`src/rtl/seq_shift_add_mult.sv`:
```
// Iterative shift-add multiplier: one multiplier bit per clock, unsigned or
// two's-complement operands, valid/ready handshakes on operand and result sides.
module seq_shift_add_mult #(
  parameter int WIDTH      = 8,
  parameter bit EARLY_EXIT = 1'b0
) (
  input  logic               clk,
  input  logic               rst,
  input  logic               in_valid,
  output logic               in_ready,
  input  logic [WIDTH-1:0]   a,
  input  logic [WIDTH-1:0]   b,
  input  logic               is_signed,
  output logic               out_valid,
  input  logic               out_ready,
  output logic [2*WIDTH-1:0] res,
  output logic               busy
);

  localparam int CNT_W = (WIDTH > 2) ? $clog2(WIDTH) : 1;

  typedef enum logic [1:0] {IDLE, BUSY, DONE} state_t;

  state_t               state, state_nxt;
  logic [WIDTH-1:0]     mcand;
  logic [WIDTH-1:0]     mplr;
  logic [2*WIDTH-1:0]   acc;
  logic [2*WIDTH-1:0]   addend;
  logic [2*WIDTH-1:0]   acc_sum;
  logic [CNT_W-1:0]     cnt;
  logic                 neg;
  logic                 exit_now;
  logic                 last_bit;

  // -2^(W-1) maps to 2^(W-1), which still fits in W unsigned bits
  function automatic logic [WIDTH-1:0] magnitude(input logic [WIDTH-1:0] v,
                                                 input logic sgn);
    return (sgn && v[WIDTH-1]) ? -v : v;
  endfunction

  function automatic logic [2*WIDTH-1:0] apply_sign(input logic [2*WIDTH-1:0] v,
                                                    input logic n);
    return n ? -v : v;
  endfunction

  assign addend   = mplr[0] ? ({{WIDTH{1'b0}}, mcand} << cnt) : '0;
  assign acc_sum  = acc + addend;
  assign exit_now = EARLY_EXIT && (mplr == '0);
  assign last_bit = (cnt == CNT_W'(WIDTH - 1));

  always_ff @(posedge clk or posedge rst) begin
    if (rst) state <= IDLE;
    else     state <= state_nxt;
  end

  always_comb begin
    state_nxt = state;
    case (state)
      IDLE:    if (in_valid) state_nxt = BUSY;
      BUSY:    if (exit_now || last_bit) state_nxt = DONE;
      DONE:    if (out_ready) state_nxt = IDLE;
      default: state_nxt = IDLE;
    endcase
  end

  always_comb begin
    in_ready  = (state == IDLE);
    out_valid = (state == DONE);
    busy      = (state != IDLE);
  end

  // Datapath: operands latched on acceptance, result loaded on entry to DONE
  always_ff @(posedge clk or posedge rst) begin
    if (rst) begin
      mcand <= '0;
      mplr  <= '0;
      acc   <= '0;
      cnt   <= '0;
      neg   <= 1'b0;
      res   <= '0;
    end else begin
      case (state)
        IDLE: begin
          if (in_valid) begin
            mcand <= magnitude(a, is_signed);
            mplr  <= magnitude(b, is_signed);
            neg   <= is_signed & (a[WIDTH-1] ^ b[WIDTH-1]);
            acc   <= '0;
            cnt   <= '0;
          end
        end
        BUSY: begin
          if (exit_now) begin
            res <= apply_sign(acc, neg);
          end else begin
            acc  <= acc_sum;
            mplr <= mplr >> 1;
            cnt  <= cnt + CNT_W'(1);
            if (last_bit) res <= apply_sign(acc_sum, neg);
          end
        end
        default: ;
      endcase
    end
  end

endmodule

```
`config.mk`:
```
export PLATFORM = sky130hd
export DESIGN_NAME = seq_shift_add_mult
export DESIGN_NICKNAME = d
export VERILOG_FILES = /design/src/rtl/seq_shift_add_mult.sv
export SDC_FILE = /design/constraint.sdc
export NUM_CORES = 1
export LEC_CHECK = 0
export CAP_MARGIN = 20
export CORE_ASPECT_RATIO = 1.5
export CORE_MARGIN = 3
export CORE_UTILIZATION = 50
export CTS_CLUSTER_SIZE = 28
export DETAILED_ROUTE_END_ITERATION = 10
export PLACE_DENSITY_LB_ADDON = 0.3
export SLEW_MARGIN = 20
export SYNTH_ARGS = -nofsm -noshare
export SYNTH_HDL_FRONTEND = slang
export SYNTH_SLANG_ARGS = --single-unit
```
`constraint.sdc`:
```
create_clock -name clk -period 7.4 [get_ports clk]
set_clock_uncertainty 0.2 [all_clocks]
set_input_delay 1.48 -clock clk [delete_from_list [all_inputs] [get_ports clk]]
set_output_delay 1.48 -clock clk [all_outputs]
set_load 0.005 [all_outputs]
```
==> impl_metrics.py <==
metrics = {
    "outcome": {
        "outcome": "completed",
    },
    "setup_path": {
        "endpoint": "res[15]$_DFFE_PP0P_",
        "setup.worst_path.start": "cnt[0]$_DFFE_PP0P_",
        "worstPathArrival_ns": 4.20,
        "cp_max_fo": 13,
        "cp-end-kind": "flop",
        "r2r_cells": 13,
        "worstSetupPathType": "flop to flop",
        "rr_startpoint": "cnt[0]$_DFFE_PP0P_",
        "reg2reg_to": "res[15]$_DFFE_PP0P_",
        "regToRegSetupSlack_ns": 3.18,
        "critPathRequiredTime_ns": 7.38,
        "crit_path_start_kind": "flop",
    },
    "sta": {
        "setup_ws_ns": 3.18,
        "clock.fmax_mhz": 237,
        "final-setup-viol-count": 0,
        "period_minus_slack_ns": 4.22,
        "tns_ns": 0,
        "rsz0062_at_grt": "no",
        "tightest_slew_ns": 0.959,
        "hold_viol": 0,
        "period_share_pct": 57.0,
        "slew_headroom_pct": 35.8,
        "report.final.slew_viol_count": 0,
    },
    "detailed_routing": {
        "viasPerCell": 5.69,
        "drt-initial-drc-count": 169,
        "first_pass_iters": 4,
        "wl_per_cell_um": 15.0,
        "ant_nets": 0,
        "drc": 0,
        "vias": 3392,
        "drt-total-wl_um": 8940,
    },
    "floorplan": {
        "dieWidth_um": 78.8,
        "coreArea_mm2": 0.00766,
        "initial_core_util_pct": 52.0,
        "num_rows": 39,
        "die_y_um": 115,
        "pin_count": 40,
        "dieArea_mm2": 0.00909,
    },
    "place": {
        "buffer_ports.inserted": 39,
        "dp_hpwl_um": 6920,
        "place_congestion": 0.943,
        "dp_slack_ns": 3.22,
    },
    "cells_and_area": {
        "fin_nets": 535,
        "syn_to_final_growth_pct": 15.2,
        "fin_util_pct": 59.8,
        "diodes": 0,
        "drive_gt1_share_pct": 8.10,
    },
    "cts": {
        "root_buffer": "clkbuf_16",
        "cts.clk_slew.worst_paths_ns": 0.07,
        "cts_buffer_depth": 2,
        "cts.sinks": 54,
        "cts_resized": 0,
        "cts_post_setup_buffers_inserted": 0,
        "cts_tree": "built",
        "cts_buffers": 5,
        "cts_max_level": 2,
        "clock_latency_ns": 0.30,
        "cts_hold_buf": 0,
    },
    "synthesis": {
        "synth-simple-area-share_pct": 21.4,
        "synth_fa_ha_area_share_pct": 6.79,
        "synth_area_mm2": 0.00398,
        "ys_top_cells_by_area": "dfrtp_1, o21ai_0, ha_1",
        "synth-edff-count": 0,
        "synthArstFlopShare_pct": 100,
        "synth-compound-area-share_pct": 21.2,
        "synthesis.nets": 508,
        "synth_most_common_cell": "nand2_1",
        "ys_types": 61,
        "synth_top_family_by_area": "simple AND/OR/NAND/NOR gates",
        "synth_top_area_share_pct": 34.0,
        "synth_commonest_cells": "nand2_1, dfrtp_1, o21ai_0",
        "synthMuxAreaShare_pct": 4.18,
        "yosysSeqAreaShare_pct": 34.0,
        "yosysTopAreaCell": "dfrtp_1",
        "ys_ff_latch": 54,
        "syn_inst": 466,
        "synth.avg_cell_area_um2": 8.54,
        "synth-xor-area-share_pct": 8.49,
        "yosys_warnings": 0,
        "yosys_most_used_dff": "dfrtp_1",
    },
    "global_route": {
        "grt_overflow": 0,
        "antenna_found_initial": 0,
        "grt_max_degree": 55,
        "grt_usage_pct": 21.1,
        "grt_pass1_wl_um": 15200,
        "grt_pass1_vias": 3325,
    },
    "min_path": {
        "holdPathStages": 2,
        "hold_start": "res[11]$_DFFE_PP0P_",
        "hp-class": "flop to flop",
    },
    "run": {
        "max_cap_viol_count": 0,
    },
    "power": {
        "powerDensity_mw_per_mm2": 460,
        "ir_drop_v": 0.000177,
        "p_leak_nw": 1.97,
    },
}
==> registers in the layout, indices dropped and copies added, names as in the netlist <==
register / count
state: 2
mplr: 8
acc: 16
res: 16
cnt: 3
neg: 1
mcand: 8
==> worst max-delay path, cell delays in order (launching register included) <==
cell       delay (ns)
dfrtp_1          0.63
mux2_2           0.41
mux2_2           0.27
nor2_1           0.09
a211oi_1         0.06
ha_1             0.42
a21o_1           0.23
or3_1            0.35
o211ai_1         0.20
nor4b_2          0.39
o2111ai_1        0.25
nor3_1           0.32
or4_4            0.19
o211ai_2         0.07
==> worst min path at each step <==
stage / end / slack (ns)
2_1_floorplan: acc[14]$_DFFE_PP0P_ / 0.26
3_3_place_gp: res[3]$_DFFE_PP0P_ / 0.26
3_5_place_dp: res[4]$_DFFE_PP0P_ / 0.27
4_1_cts: res[11]$_DFFE_PP0P_ / 0.28
5_1_grt: res[4]$_DFFE_PP0P_ / 0.31
6_report: res[11]$_DFFE_PP0P_ / 0.27
==> logic make-up (layout without fill, tap and decap cells) <==
logic type | count (synthesis) | in the layout
AO/OA/AOI/OAI | 126 | 126
XOR/XNOR | 36 | 36
adder cells (fa/ha/maj) | 21 | 21
buffers and inverters | 38 | 66
flip-flops | 54 | 54
multiplexers | 16 | 16
AND/OR/NAND/NOR | 175 | 175
==> per-layer routing <==
metal / part of all wire (%) / wire length, um / up-vias / track usage [%]
met3: 3.3 / 296 / 16 / 2.74
met4: 2.6 / 230 / 0 / 8.83
met5: 0 / 0 / - / 0
met1: 41 / 3630 / 1602 / 24.0
met2: 53 / 4780 / 60 / 39.3
li1: - / - / 1714 / -
==> power breakdown <==
group	switching (W)	internal, W
sequential	0.000122	0.000427
clock	0.000106	0.000134
combinational	0.000774	0.000547
==> area by class of cell <==
class,count,area [um2]
clock buffer,6,139
tap,102,128
inverter,16,60.1
fill,740,3080
clock inverter,2,12.5
multi-input combinational,374,2470
sequential,54,1350
timing repair buffer,42,420
==> stage by stage <==
stage / instance area, um2 / power (W) / std cells / hold slack [ns]
3_5_place_dp: 4420 / 0.00187 / 587 / 0.269
2_1_floorplan: 3980 / 0.00154 / 466 / 0.256
3_3_place_gp: 4420 / 0.00184 / 587 / 0.261
6_report: 4580 / 0.00211 / 596 / 0.274
5_1_grt: 4580 / 0.00232 / 596 / 0.308
4_1_cts: 4570 / 0.00212 / 595 / 0.284
==> cell usage in the layout, fill, tap and decap left out, types with 3 or more instances in the layout <==
| cell type | count |
|---|---|
| a22o_1 | 4 |
| dfrtp_1 | 54 |
| nor2b_1 | 4 |
| mux2i_1 | 11 |
| xor2_1 | 15 |
| o21ai_0 | 51 |
| xor2_2 | 3 |
| ha_1 | 20 |
| mux2_2 | 5 |
| nor4_1 | 3 |
| nand3_1 | 25 |
| o31ai_1 | 3 |
| nand2_1 | 59 |
| clkdlybuf4s50_1 | 39 |
| a21oi_1 | 24 |
| xnor2_1 | 18 |
| o211ai_1 | 4 |
| clkbuf_16 | 5 |
| nor2_1 | 44 |
| a22oi_1 | 6 |
| o21ai_2 | 3 |
| nor3_1 | 14 |
| nand2b_1 | 4 |
| inv_1 | 15 |
| a31oi_1 | 4 |
| or3_1 | 3 |
| nor3b_1 | 4 |
| nand4_1 | 3 |
| a211oi_1 | 4 |
Power figures use the tool's default switching activity.
